File: config.mk
export PLATFORM = sky130hd
export DESIGN_NAME = memory_arbiter
export DESIGN_NICKNAME = d
export VERILOG_FILES = /design/src/rtl/cpu_types_pkg.sv /design/src/rtl/sat_counter.sv /design/src/rtl/memory_arbiter.sv
export SDC_FILE = /design/constraint.sdc
export NUM_CORES = 1
export LEC_CHECK = 0
export BUFFER_PORTS_ARGS = -buffer_cell sky130_fd_sc_hd__buf_2
export CAP_MARGIN = 20
export CORE_AREA = 2 2 104 106
export DETAILED_ROUTE_END_ITERATION = 6
export DIE_AREA = 0 0 106 108
export PLACE_DENSITY = 0.52
export SYNTH_ARGS = -nofsm -noshare
export SYNTH_HDL_FRONTEND = slang
export SYNTH_HIERARCHICAL = 1
export SYNTH_SLANG_ARGS = --single-unit
File: constraint.sdc
create_clock -name CLK -period 2.8 [get_ports CLK]
set_input_delay 0.56 -clock CLK [delete_from_list [all_inputs] [get_ports CLK]]
set_output_delay 0.56 -clock CLK [all_outputs]
set_load 0.02 [all_outputs]
File: src/rtl/cpu_types_pkg.sv
// +-----------------------------------------------------------------------+
// | cpu_types_pkg : shared CPU word, RAM-state and arbiter-state types     |
// | Revision      : 1.0                                                   |
// +-----------------------------------------------------------------------+
`default_nettype none

package cpu_types_pkg;

  localparam int WORD_W = 32;

  typedef logic [WORD_W-1:0] word_t;

  typedef enum logic [1:0] {
    FREE   = 2'd0,
    BUSY   = 2'd1,
    ACCESS = 2'd2,
    ERROR  = 2'd3
  } ramstate_t;

  typedef logic [1:0] arb_state_t;

  localparam arb_state_t IDLE = 2'd0;
  localparam arb_state_t IGNT = 2'd1;
  localparam arb_state_t DGNT = 2'd2;

endpackage

`default_nettype wire

File: src/rtl/sat_counter.sv
// +-----------------------------------------------------------------------+
// | sat_counter : event counter that sticks at all-ones                   |
// | Revision    : 1.0                                                     |
// +-----------------------------------------------------------------------+
`default_nettype none

module sat_counter #(
  parameter int WIDTH = 32
) (
  input  logic             CLK,
  input  logic             nRST,
  input  logic             inc,
  output logic [WIDTH-1:0] count
);

  logic [WIDTH-1:0] count_q;
  logic [WIDTH-1:0] count_d;

  always_comb begin
    count_d = count_q;
    if (inc && (count_q != {WIDTH{1'b1}})) begin
      count_d = count_q + 1'b1;
    end
  end

  always_ff @(posedge CLK) begin
    if (!nRST) begin
      count_q <= '0;
    end else begin
      count_q <= count_d;
    end
  end

  assign count = count_q;

endmodule

`default_nettype wire

File: src/rtl/memory_arbiter.sv
// +-----------------------------------------------------------------------+
// | memory_arbiter : single-port RAM arbiter, data has priority over fetch|
// | Option MEMORY_ARBITER_STATS_EN adds icount/dcount/wait_cycles outputs |
// | Revision       : 1.0                                                  |
// +-----------------------------------------------------------------------+
`default_nettype none

module memory_arbiter
  import cpu_types_pkg::*;
#(
  parameter int ADDR_W = 32
) (
  input  logic              CLK,
  input  logic              nRST,
  input  logic              iREN,
  input  logic [ADDR_W-1:0] iaddr,
  input  logic              dREN,
  input  logic              dWEN,
  input  logic [ADDR_W-1:0] daddr,
  input  word_t             dstore,
  output logic              ihit,
  output logic              dhit,
  output word_t             iload,
  output word_t             dload,
  output logic              ramREN,
  output logic              ramWEN,
  output logic [ADDR_W-1:0] ramaddr,
  output word_t             ramstore,
  input  word_t             ramload,
  input  ramstate_t         ramstate
`ifdef MEMORY_ARBITER_STATS_EN
  ,
  output word_t             icount,
  output word_t             dcount,
  output word_t             wait_cycles
`endif
);

  arb_state_t state_q;
  arb_state_t state_d;
  logic       access;
  logic       dreq;

  assign access = (ramstate == ACCESS);
  assign dreq   = dREN | dWEN;

  // A grant ends on ACCESS or when its request is withdrawn; never preempted.
  always_comb begin
    state_d  = state_q;
    ihit     = 1'b0;
    dhit     = 1'b0;
    iload    = '0;
    dload    = '0;
    ramREN   = 1'b0;
    ramWEN   = 1'b0;
    ramaddr  = '0;
    ramstore = '0;
    case (state_q)
      IDLE: begin
        if (dreq) begin
          state_d = DGNT;
        end else if (iREN) begin
          state_d = IGNT;
        end
      end
      DGNT: begin
        ramREN   = dREN;
        ramWEN   = dWEN;
        ramaddr  = daddr;
        ramstore = dstore;
        if (access) begin
          dhit    = 1'b1;
          dload   = ramload;
          state_d = IDLE;
        end else if (!dreq) begin
          state_d = IDLE;
        end
      end
      IGNT: begin
        ramREN  = iREN;
        ramaddr = iaddr;
        if (access) begin
          ihit    = 1'b1;
          iload   = ramload;
          state_d = IDLE;
        end else if (!iREN) begin
          state_d = IDLE;
        end
      end
      default: state_d = IDLE;
    endcase
  end

  always_ff @(posedge CLK) begin
    if (!nRST) begin
      state_q <= IDLE;
    end else begin
      state_q <= state_d;
    end
  end

`ifdef MEMORY_ARBITER_STATS_EN
  logic wait_inc;

  assign wait_inc = (state_q != IDLE) && !access;

  sat_counter #(.WIDTH(WORD_W)) u_icount (
    .CLK   (CLK),
    .nRST  (nRST),
    .inc   (ihit),
    .count (icount)
  );

  sat_counter #(.WIDTH(WORD_W)) u_dcount (
    .CLK   (CLK),
    .nRST  (nRST),
    .inc   (dhit),
    .count (dcount)
  );

  sat_counter #(.WIDTH(WORD_W)) u_wait_cycles (
    .CLK   (CLK),
    .nRST  (nRST),
    .inc   (wait_inc),
    .count (wait_cycles)
  );
`endif

endmodule

`default_nettype wire

Word level (Yosys, flattened, before mapping)
Cells that the tools add are included.
{ "totals": {"register_bits": 2, "latchBits": 0, "mem_bits_rw": 0, "romBits": 0, "memories": 0} }
{ "op_classes": {"n_addsub": 0, "n_mul": 0, "div_mod_pow": 0, "n_lt_le_gt_ge": 0, "eq_ne": 6, "shift": 0, "muxes": 17, "bitwise": 1, "reduce_logical": 2} }
{ "ops": {"columns": ["op", "count"], "rows": [
  ["32-bit two-way mux", 4],
  ["32-bit case mux with 2 select lines", 1],
  ["2-bit two-way mux", 6],
  ["3-bit != test (second input constant)", 3],
  ["2-bit case mux with 3 select lines", 1],
  ["2-bit equality test (second input constant)", 2],
  ["1-bit two-way mux", 4],
  ["3-bit AND reduction", 1],
  ["2-bit by 1-bit equality test with 1-bit output (second input constant)", 1],
  ["2-bit zero test", 1],
  ["1-bit case mux with 2 select lines", 1],
  ["1-bit OR", 1]
]} }

Depth between registers and ports, before layout
Gate-level depths: netlist of run 1.
{ "logic_depth": {"ltp_word": 4, "mapped_depth": 7, "mapped_depth_nobuf": 6} }

Worst setup path after synthesis of run 1
Ideal clock, no wire load.
{ "synth_timing": {"path_kind": "register to output", "startpoint": "register state_q[0]", "endpoint": "output port ramREN", "arrival_time_ns": 1.307, "required_ns": 2.240, "setup_slack_ns": 0.933, "path_stages_with_launch": 5, "n_path_buf": 1, "cell_sequence": "dfxtp_1 inv_1 ha_1 clkbuf_1 nor2b_1"} }
{ "synth_via": {"elab_chain_cells": 2} }
{ "synth_rtl": {"columns": ["element", "line_no", "text"], "rows": [
  ["start, declared", "memory_arbiter.sv:39", "arb_state_t state_q;"],
  ["start signal, assigned", "memory_arbiter.sv:98", "state_q <= state_d;"],
  ["2-bit by 1-bit equality test with 1-bit output or 2-bit equality test (tied branches)", "memory_arbiter.sv:58", "case (state_q)"],
  ["1-bit case mux with 2 select lines *", "memory_arbiter.sv:58", null],
  ["end, declared", "memory_arbiter.sv:25", "output logic ramREN,"]
]} }
Mark *: on every way between the ends. The rest lies on a longest branch, timed or not.

Worst setup path after layout of run 1
{ "layout_timing": {"startpoint": "register state_q[0]", "endpoint": "output port ramaddr[22]"} }
{ "layout_via": {"elab_chain_cells": 2} }
{ "layout_rtl": {"columns": ["element", "line_no", "text"], "rows": [
  ["2-bit by 1-bit equality test with 1-bit output or 2-bit equality test (tied branches)", "memory_arbiter.sv:58", null],
  ["32-bit case mux with 2 select lines *", "memory_arbiter.sv:58", null],
  ["end, declared", "memory_arbiter.sv:27", "output logic [ADDR_W-1:0] ramaddr,"]
]} }
Marks and branches as above.

==> results of run 1 <==
cells by family after synthesis:
logic type / after synthesis / share of synthesized area [%]
AND/OR/NAND/NOR: 136 / 61.4
flip-flops: 2 / 2.88
adder cells (fa/ha/maj): 4 / 3.60
AO/OA/AOI/OAI: 39 / 21.2
buffers and inverters: 31 / 10.9
final cells by class:
class / count / share of cell area, %
Sequential cell: 2 / 1.40
Clock buffer: 3 / 1.44
Tap cell: 136 / 5.93
Inverter: 3 / 0.392
Multi-Input combinational cell: 179 / 42.0
Timing Repair Buffer: 272 / 48.8
layout by cell type, fill, tap and decap left out:
master,Yosys,layout
a21oi_2,1,1
ha_1,4,2
o221a_1,1,1
a21oi_1,1,1
buf_4,2,4
o22ai_1,1,1
a22oi_1,33,33
o21ai_2,1,1
inv_1,3,3
nor2b_1,33,33
and2_1,35,35
nor3b_1,1,1
o211ai_1,1,1
ha_2,0,2
buf_2,6,266
and3_1,64,64
nand2_1,2,2
buf_12,0,2
dfxtp_1,2,2
clkbuf_8,0,3
nor2b_4,1,1
report_power, final:
| part | internal, mW | switching [mW] |
|---|---|---|
| clock network | 0.0906 | 0.0194 |
| logic | 0.336 | 0.484 |
| registers | 0.0341 | 0.00520 |
worst min-delay path by stage:
stage | startpoint | endpoint | slack, ns | depth (start not counted)
floorplan | state_q[1] | state_q[1] | 0.46 | 2
finish | state_q[1] | state_q[1] | 0.50 | 2
CTS | state_q[1] | state_q[1] | 0.52 | 2
detailed placement | state_q[1] | state_q[1] | 0.51 | 2
global placement | state_q[1] | state_q[1] | 0.49 | 2
global route | state_q[1] | state_q[1] | 0.54 | 2
critical path, stage by stage, from the launching register on:
cell and delay, ns:
dfxtp_1 0.33, inv_1 0.09, ha_2 0.37, buf_4 0.32, a22oi_1 0.11, nor2b_1 0.14, buf_2 0.17
per-layer routing:
metal	GRT usage (%)	wire, um	up-vias
met4	0.940	47	0
met3	1.75	516	2
met1	12.8	2890	1148
met2	25.6	4450	110
li1	-	-	1244
met5	0	0	-
==> summary.txt, run 1 <==
Timing
  – RSZ-0062 raised after global routing: false
  – Worst slew pin tran: roughly 0.34 ns
  – Slew margin rel.: slightly below 80%
  – Final slew viol count: 0
  – Clk_skew: between 0.0008 and 0.0009 ns
  – Final worst setup slack: a little under 0.5 ns
  – Hold Violations, Final: 0
  – Setup-failing EPs final: 0
  – WHS: approximately 0.5 ns
  – Period utilisation layout: ~83%
  – Setup TNS: 0 ns
  – Fmax: ~0.43 GHz
  – Crit path time final: 2.31 ns

Power
  – PwrDens: ~340 mW/mm2
  – Tot Pwr: ~970 uW
  – Pleak: just under 2 nW
  – Peak VDD IR: 0.232 mV

Logic synthesis
  – EDFF count, synth: 0
  – Ys async rst share: 0%
  – Most frequent cells after synthesis: and3_1, and2_1, a22oi_1, nor2b_1, clkbuf_1
  – Most common cell in the netlist: and3_1
  – Synthesized area: between 0.001 and 0.0015 mm2
  – Post-synthesis instance total: between 200 and 250
  – Unique masters post-synth: 21
  – Yosys top cell area share: between 20 and 30%
  – Largest cells by area after synthesis: and3_1, a22oi_1, and2_1
  – YS warnings: 6
  – Avg Inst Size Synth: ~6.6 um2
  – #FFs+latches synth: 2
  – Syn Nets: 351
  – Most used DFF post-synth: dfxtp_1
  – Post-synth top area cell: and3_1
  – Part of the Yosys area used for sequential elements: between 2 and 3%

Routing
  – Post-DRT Antenna Nets: 0
  – Detailed-route wire length: a little under 8000 um
  – DRC: 0
  – Via count: between 2k and 3k
  – Detailed Routing Iterations Pass 1: 4
  – Number of DRC markers in iteration 0: roughly 120
  – Vias per inst: roughly 4.2
  – DR WL/cell: 13.3 um

Worst setup path
  – WS Path Type: flip-flop to primary output
  – Reg2Reg Depth: 7
  – Reg-to-reg setup timing slack: approximately 1 ns
  – Worst setup path end: ramaddr[22]
  – Arr. time, crit path: 1.75 ns
  – Worst EP required: approximately 2.2 ns
  – R2r startpoint: state_q[0]
  – R2r endpoint: state_q[0]
  – CP startpoint kind: flip-flop
  – Critical path fanouts, max: 27
  – CP endpoint kind: primary output
  – Crit path from: state_q[0]

Status
  – Status: finished, final reports clean

Global routing
  – Largest net degree at the start of global routing: slightly above 60
  – Vias in the first global route: between 2k and 2.5k
  – Initial antenna violation count: 0
  – Global-route wire length before repair: between 10000 and 15000 um
  – Congestion Overflow GR: 0
  – GRT Util Overall: 12.0%

Clocking
  – Clk Latency, worst-skew pair: around 0.21 ns
  – CTS-repair resized insts: 0
  – CTS root buf: clkbuf_8
  – Total clock sinks: 2
  – CTS max path bufs: 2
  – H-Tree Level Count: 1
  – CTS tree: built
  – Post-CTS Hold Fix Bufs: 0
  – CTS clk-pin slew, worst paths: about 0.030 ns
  – Post-CTS setup buffers: 0
  – CTS Buf Count: 3

Placed design
  – Post-Place Cells: between 500 and 600
  – DP Wirelength: about 6600 um
  – Gp weighted congestion: ~0.8
  – DP Area: around 0.0028 mm2
  – Place WS: 0.666 ns
  – IO buf count: 266

Finish
  – Fin cells: approximately 600
  – P&R area growth vs syn: 106%
  – Fillers: 1163
  – Share of layout cells above drive strength 1: between 60% and 70%
  – Nets@finish: 600
  – Fin util: 28.0%
  – Max FFs per register: 2
  – Multi-input combinational cell area: roughly 0.0012 mm2
  – N_diodes: 0
  – Final instance area: approximately 0.0029 mm2
  – Storage cell area: about 40 um2
  – Registers with the most flip-flops: state_q x2
  – Top reg by flops: state_q

Die
  – Std-Cell Rows: 37
  – Initial core utilization: approximately 14%
  – Die footprint: around 0.011 mm2
  – I/O pin cnt: ~270
  – Core ar.: between 0.01 and 0.015 mm2
  – Die W: between 100 and 150 um
  – Die height: between 100 and 150 um

Flow run
  – Max_cap viols: 0

Hold path
  – Hold crit path type: flip-flop to flip-flop
(Power assumes the default switching activity.)
==> run 2, diff against run 1 <==
CORE_AREA = 2 2 103 105   (was 2 2 104 106)
DIE_AREA = 0 0 105 107   (was 0 0 106 108)
PLACE_DENSITY = 0.55   (was 0.52)
clock period = 1.88 ns   (was 2.8 ns; I/O delays follow)
==> run 2 against run 1 <==
Cell area up 8.5%. Sequential power grew 69%. Sequential share of layout area up 0.052 points. Critical path type unchanged. Count of clock-buffer cells in the layout did not move. Via count is 2.7% higher. Combinational power grew 77%. Highest routed layer unchanged. Register-to-register slack lost 0.70 ns.
==> summary.txt, run 2 (synthesis gave the netlist of run 1 again) <==
Power
  – Tot Pwr: 1.69 mW (+74%)
  – Pleak: 2.01 nW (+3.4%)
  – PwrDens: 543 mW/mm2 (+61%)
  – Peak VDD IR: 0.212 mV (-8.5%)

Worst setup path
  – Reg-to-reg setup timing slack: 0.31 ns (-0.70 ns)
  – CP endpoint kind: primary output
  – Arr. time, crit path: 1.45 ns (-0.30 ns)
  – Critical path fanouts, max: 21 (-22%)
  – Reg2Reg Depth: 7 (unchanged)
  – WS Path Type: flip-flop to primary output
  – R2r startpoint: state_q[0]
  – CP startpoint kind: flip-flop
  – Worst EP required: 1.50 ns (-0.74 ns)
  – R2r endpoint: state_q[0]

Finish
  – Registers with the most flip-flops: state_q x2
  – Most frequent cells in the layout: buf_2, and3_1, and2_1
  – Fillers: 1135 (-2.4%)
  – Top reg by flops: state_q
  – Most common cell after layout, fill and taps aside: buf_2
  – P&R area growth vs syn: 124%
  – Share of layout cells above drive strength 1: 63.6% (+2.6 points)
  – Final instance area: 0.00311 mm2 (+8.5%)
  – N_diodes: 0 (unchanged)
  – Nets@finish: 605 (+0.83%)
  – Max FFs per register: 2 (unchanged)
  – Fin util: 30.8% (+2.8 points)

Timing
  – Crit path time final: between 1.5 and 2 ns
  – RSZ-0062 raised after global routing: true
  – Period utilisation layout: between 90% and 100%
  – Worst slew pin tran: 0.289 ns (-0.0550 ns)
  – Final slew viol count: 0 (unchanged)
  – Hold Violations, Final: 0 (unchanged)
  – Fmax: between 0.5 and 0.6 GHz
  – Clk_skew: 0.00398 ns (+0.00312 ns)
  – Slew margin rel.: 80.8% (+3.7 points)
  – Setup-failing EPs final: 0 (unchanged)

Global routing
  – Largest net degree at the start of global routing: 55 (-11%)
  – Congestion Overflow GR: 0 (unchanged)
  – Global-route wire length before repair: 11600 um (+0.78%)
  – Initial antenna violation count: 0 (unchanged)
  – GRT Util Overall: 12.4% (+0.41 points)
  – Vias in the first global route: 2270 (-3.5%)

Clocking
  – Total clock sinks: 2 (unchanged)
  – CTS Buf Count: 3 (unchanged)
  – CTS tree: built
  – CTS max path bufs: 2 (unchanged)
  – H-Tree Level Count: 1 (unchanged)
  – Post-CTS Hold Fix Bufs: 0 (unchanged)
  – CTS clk-pin slew, worst paths: 0.03 ns (about the same)
  – CTS root buf: clkbuf_8
  – Clk Latency, worst-skew pair: 0.21 ns (about the same)

Routing
  – Detailed Routing Iterations Pass 1: 4 (unchanged)
  – DR WL/cell: 14.1 um (+6.1%)
  – Post-DRT Antenna Nets: 0 (unchanged)
  – DRC: 0 (unchanged)
  – Via count: 2572 (+2.7%)
  – Number of DRC markers in iteration 0: 156 (+28%)
  – Detailed-route wire length: 8460 um (+7.0%)
  – Vias per inst: 4.29 (+1.9%)

Die
  – I/O pin cnt: 267 (unchanged)
  – Std-Cell Rows: 37 (unchanged)
  – Die W: 105 um (-0.94%)
  – Initial core utilization: 13.8% (+0.19 points)
  – Core ar.: 0.0101 mm2 (-1.4%)
  – Die height: 107 um (-0.93%)
  – Die footprint: 0.0112 mm2 (-1.9%)

Flow run
  – Max_cap viols: 0 (unchanged)

Placed design
  – DP Wirelength: 6490 um (-0.97%)
  – Gp weighted congestion: 0.858 (+5.0%)
  – IO buf count: 266 (unchanged)
  – DP Area: 0.00289 mm2 (+2.3%)

Status
  – Status: finished, final reports clean

Hold path
  – Hold Crit Depth: 2 (unchanged)
  – Hold Path Sink: state_q[0]
  – Hold Startpoint: nRST
  – Hold crit path type: input pin to flip-flop
## run 2: changes by cell type in the layout (fill, tap and decap cells not counted), moves of 3 or more
| cell | delta |
|---|---|
| buf_2 | -16 |
| buf_4 | +14 |
| buf_12 | +4 |
| a22oi_1 | -3 |
| a22oi_2 | +3 |
| clkbuf_16 | +3 |
| ha_4 | +3 |
## run 2: metal layers
layer	share of wire [%]	vias up	wire [um]	GRT usage [%]
li1	-	1255	-	-
met3	7.4	10	627	3.10
met2	53	138	4470	23.4
met5	0	-	0	0
met1	38	1169	3220	14.1
met4	1.6	0	138	2.67
## run 2: repair_timing
action,CTS,global route
setup buffers,0,0
setup endpoints to repair,25,83
gates cloned,0,3
resized for setup,7,24
pin swaps,0,0
## run 2: layout make-up
class | instances | area (um2) | share of cell area, %
Inverter | 3 | 11.3 | 0.362
Sequential cell | 2 | 45.0 | 1.45
Multi-Input combinational cell | 179 | 1260 | 40.6
Timing Repair Buffer | 277 | 1580 | 50.8
Tap cell | 136 | 170 | 5.47
Clock buffer | 3 | 41.3 | 1.33
## run 2: stage by stage
step / hold WS, ns / setup TNS [ns] / cells / setup slack [ns]
floorplan: 0.463 / 0 / 212 / 0.197
global placement: 0.488 / 0 / 594 / 0.147
detailed placement: 0.513 / 0 / 594 / 0.109
CTS: 0.432 / -0.0317 / 597 / -0.0143
global route: 0.438 / -0.142 / 600 / -0.0301
finish: 0.444 / 0 / 600 / 0.0566
## run 2: critical path: stages, from the launching register on
cell     delay (ns)
dfxtp_2        0.36
inv_2          0.08
ha_4           0.19
buf_12         0.16
a22oi_1        0.20
nor2b_1        0.07
buf_2          0.16
## run 2: worst max path at each step
| stage | startpoint | endpoint | slack, ns | cells past startpoint |
|---|---|---|---|---|
| 2_1_floorplan | state_q[0] | ramREN | 0.20 | 4 |
| 3_3_place_gp | state_q[0] | ramREN | 0.15 | 5 |
| 3_5_place_dp | state_q[0] | ramREN | 0.11 | 5 |
| 4_1_cts | state_q[1] | ramaddr[9] | -0.01 | 6 |
| 5_1_grt | state_q[0] | ramaddr[16] | -0.03 | 6 |
| 6_report | state_q[1] | ramaddr[11] | 0.06 | 6 |
## run 2: power by group
| group | switching (mW) | internal, mW |
|---|---|---|
| combinational | 0.788 | 0.667 |
| sequential | 0.0134 | 0.0529 |
| clock | 0.0339 | 0.135 |
| total | 0.835 | 0.855 |
==> run 3, diff against run 2 <==
SETUP_SLACK_MARGIN = 0.5   (was default)
==> run 3 against run 2 <==
Register-to-register slack worse by 0.02 ns. Combinational power up 39%. Routed wire length grew 4.7%.
==> summary.txt, run 3 (synthesis gave the netlist of run 1 again) <==
Timing
  – Setup TNS: 0 ns (unchanged)
  – Final slew viol count: 0 (unchanged)
  – RSZ-0062 raised after global routing: true
  – Period utilisation layout: 98.0% (+1.0 points)
  – Slew margin rel.: 79.0% (-1.8 points)
  – Worst slew pin tran: 0.314 ns (+0.0257 ns)
  – Setup-failing EPs final: 0 (unchanged)
  – Clk_skew: 0.00361 ns (-0.000374 ns)
  – Crit path time final: 1.84 ns (+0.0193 ns)
  – Fmax: 0.543 GHz (-1.0%)
  – Hold Violations, Final: 0 (unchanged)

Finish
  – Most frequent cells in the layout: buf_2, and3_4, buf_6
  – Top reg by flops: state_q
  – N_diodes: 0 (unchanged)
  – P&R area growth vs syn: 196%
  – Registers with the most flip-flops: state_q x2
  – Max FFs per register: 2 (unchanged)
  – Share of layout cells above drive strength 1: 94.8% (+31 points)
  – Most common cell after layout, fill and taps aside: buf_2
  – Fin util: 40.8% (+10 points)
  – Nets@finish: 618 (+2.1%)

Worst setup path
  – Worst EP required: 1.50 ns (about the same)
  – CP endpoint kind: primary output
  – R2r endpoint: state_q[0]
  – CP max stage cell: dfxtp_4
  – Critical path fanouts, max: 27 (+29%)
  – Crit-path max cell delay: 0.37 ns (about the same)
  – Reg2Reg Depth: 9 (+2)
  – Arr. time, crit path: 1.47 ns (+0.02 ns)
  – R2r startpoint: state_q[1]
  – WS Path Type: flip-flop to primary output
  – Buf/Inv on CP: 3 (unchanged)
  – Critical path's top delay family: buffers and inverters
  – Critical-path cell list: inv_4 -> ha_4 -> buf_12 -> a22oi_1 -> nor2b_2 -> buf_4
  – Reg-to-reg setup timing slack: 0.29 ns (-0.02 ns)
  – CP startpoint kind: flip-flop

Placed design
  – Gp weighted congestion: 0.699 (-19%)
  – DP Wirelength: 6090 um (-6.2%)
  – IO buf count: 266 (unchanged)

Hold path
  – Hold Path Sink: state_q[0]
  – Hold Startpoint: nRST
  – Hold crit path type: input pin to flip-flop
  – Hold Crit Depth: 2 (unchanged)

Die
  – Std-Cell Rows: 37 (unchanged)
  – Initial core utilization: 13.8% (unchanged)
  – Die height: 107 um (unchanged)
  – I/O pin cnt: 267 (unchanged)
  – Core ar.: 0.0101 mm2 (unchanged)
  – Die footprint: 0.0112 mm2 (unchanged)
  – Die W: 105 um (unchanged)

Global routing
  – M3 GR Usage: 2.31% (-0.79 points)
  – Met2 GRT Util: 24.8% (+1.3 points)
  – Initial antenna violation count: 0 (unchanged)
  – Grt met1 use: 14.2% (+0.042 points)
  – Vias in the first global route: 2334 (+2.8%)
  – Global-route wire length before repair: 11700 um (+1.1%)
  – GRT Util Overall: 12.9% (+0.44 points)
  – Largest net degree at the start of global routing: 68 (+24%)
  – Layer with the highest usage: met2
  – Congestion Overflow GR: 0 (unchanged)

Power
  – Tot Pwr: 2.27 mW (+34%)
  – Comb power frac: 89.2% (+3.1 points)
  – Pint: 1.27 mW (+49%)
  – Net Switching: 997 uW (+19%)
  – Switch share: 43.9% (-5.5 points)
  – Pleak: 2.14 nW (+6.0%)
  – PwrDens: 550 mW/mm2 (+1.3%)
  – Sequential share of power: 3.1% (-0.8 points)
  – Peak VDD IR: 0.400 mV (+88%)
  – Clock power share: 7.7% (-2.3 points)

Routing
  – DRC: 0 (unchanged)
  – DR WL/cell: 14.4 um (+2.5%)
  – Number of DRC markers in iteration 0: 90 (-42%)
  – Vias per inst: 4.29 (about the same)
  – Detailed Routing Iterations Pass 1: 4 (unchanged)
  – Post-DRT Antenna Nets: 0 (unchanged)
  – Via count: 2629 (+2.2%)
  – Detailed-route wire length: 8860 um (+4.7%)

Clocking
  – H-Tree Level Count: 1 (unchanged)
  – Total clock sinks: 2 (unchanged)
  – CTS clk-pin slew, worst paths: 0.03 ns (about the same)
  – CTS root buf: clkbuf_8
  – CTS max path bufs: 2 (unchanged)
  – Clk Latency, worst-skew pair: 0.22 ns (about the same)
  – CTS Buf Count: 3 (unchanged)
  – CTS tree: built
  – Post-CTS Hold Fix Bufs: 0 (unchanged)

Status
  – Status: finished, final reports clean

Flow run
  – Max_cap viols: 0 (unchanged)
## run 3: cell count changes in the layout (fill, tap and decap cells not counted), sizes merged
cell / change
buf: +12
clkbuf: +1
## run 3: repair_timing
item,in CTS,in global routing
gates cloned,2,7
resized for setup,28,112
buffers inserted,5,4
pin swaps,0,7
setup endpoints to repair,134,134
## run 3: final cells by class
class / instances / area (um2)
multi-input cells: 179 / 1770
well taps: 136 / 170
flip-flops and latches: 2 / 47.5
repair buffers: 290 / 2070
fillers: 1010 / 5970
inverters: 3 / 18.8
clock buffers: 3 / 41.3
## run 3: worst max-delay path by stage
| stage | start | end | slack, ns | depth (start not counted) |
|---|---|---|---|---|
| final | state_q[0] | ramaddr[22] | 0.04 | 6 |
| after global routing | state_q[0] | ramaddr[24] | -0.03 | 6 |
| after CTS | state_q[0] | ramaddr[16] | 0.03 | 6 |
| after detailed placement | state_q[1] | ramaddr[25] | 0.20 | 6 |
| after global placement | state_q[1] | ramaddr[25] | 0.22 | 6 |
| after floorplan | state_q[1] | ramaddr[19] | 0.35 | 6 |
## run 3: metrics by stage
stage / hold WS [ns] / cell area (um2) / instances / setup slack (ns)
2_1_floorplan: 0.500 / 2000 / 212 / 0.345
3_5_place_dp: 0.513 / 3360 / 592 / 0.196
6_report: 0.431 / 4120 / 613 / 0.0373
5_1_grt: 0.438 / 4120 / 613 / -0.0271
3_3_place_gp: 0.509 / 3360 / 592 / 0.221
4_1_cts: 0.430 / 3580 / 602 / 0.0295
## run 3: routing by layer
metal / share of wire [%] / vias up
met2: 54 / 158
li1: - / 1289
met3: 7.8 / 4
met5: 0 / -
met4: 1.1 / 0
met1: 37 / 1178
## run 3: worst register-to-register path, stage by stage, from the launching register on
cell and delay, ns:
dfxtp_4 0.36, inv_6 0.07, ha_4 0.17, buf_6 0.14, clkbuf_16 0.14, buf_6 0.10, nand2_2 0.06, a21oi_4 0.18
a21oi_2 0.05, o221a_1 0.22
## run 3: power by group through the flow
| stage | Sequential [mW] | Combinational, mW | Clock (mW) |
|---|---|---|---|
| after floorplan | 0.0674 | 1.12 | 0 |
| after global routing | 0.0719 | 2.16 | 0.189 |
| final | 0.0700 | 2.02 | 0.174 |
| after global placement | 0.0687 | 1.50 | 0 |
| after detailed placement | 0.0695 | 1.51 | 0 |
| after CTS | 0.0688 | 1.70 | 0.180 |
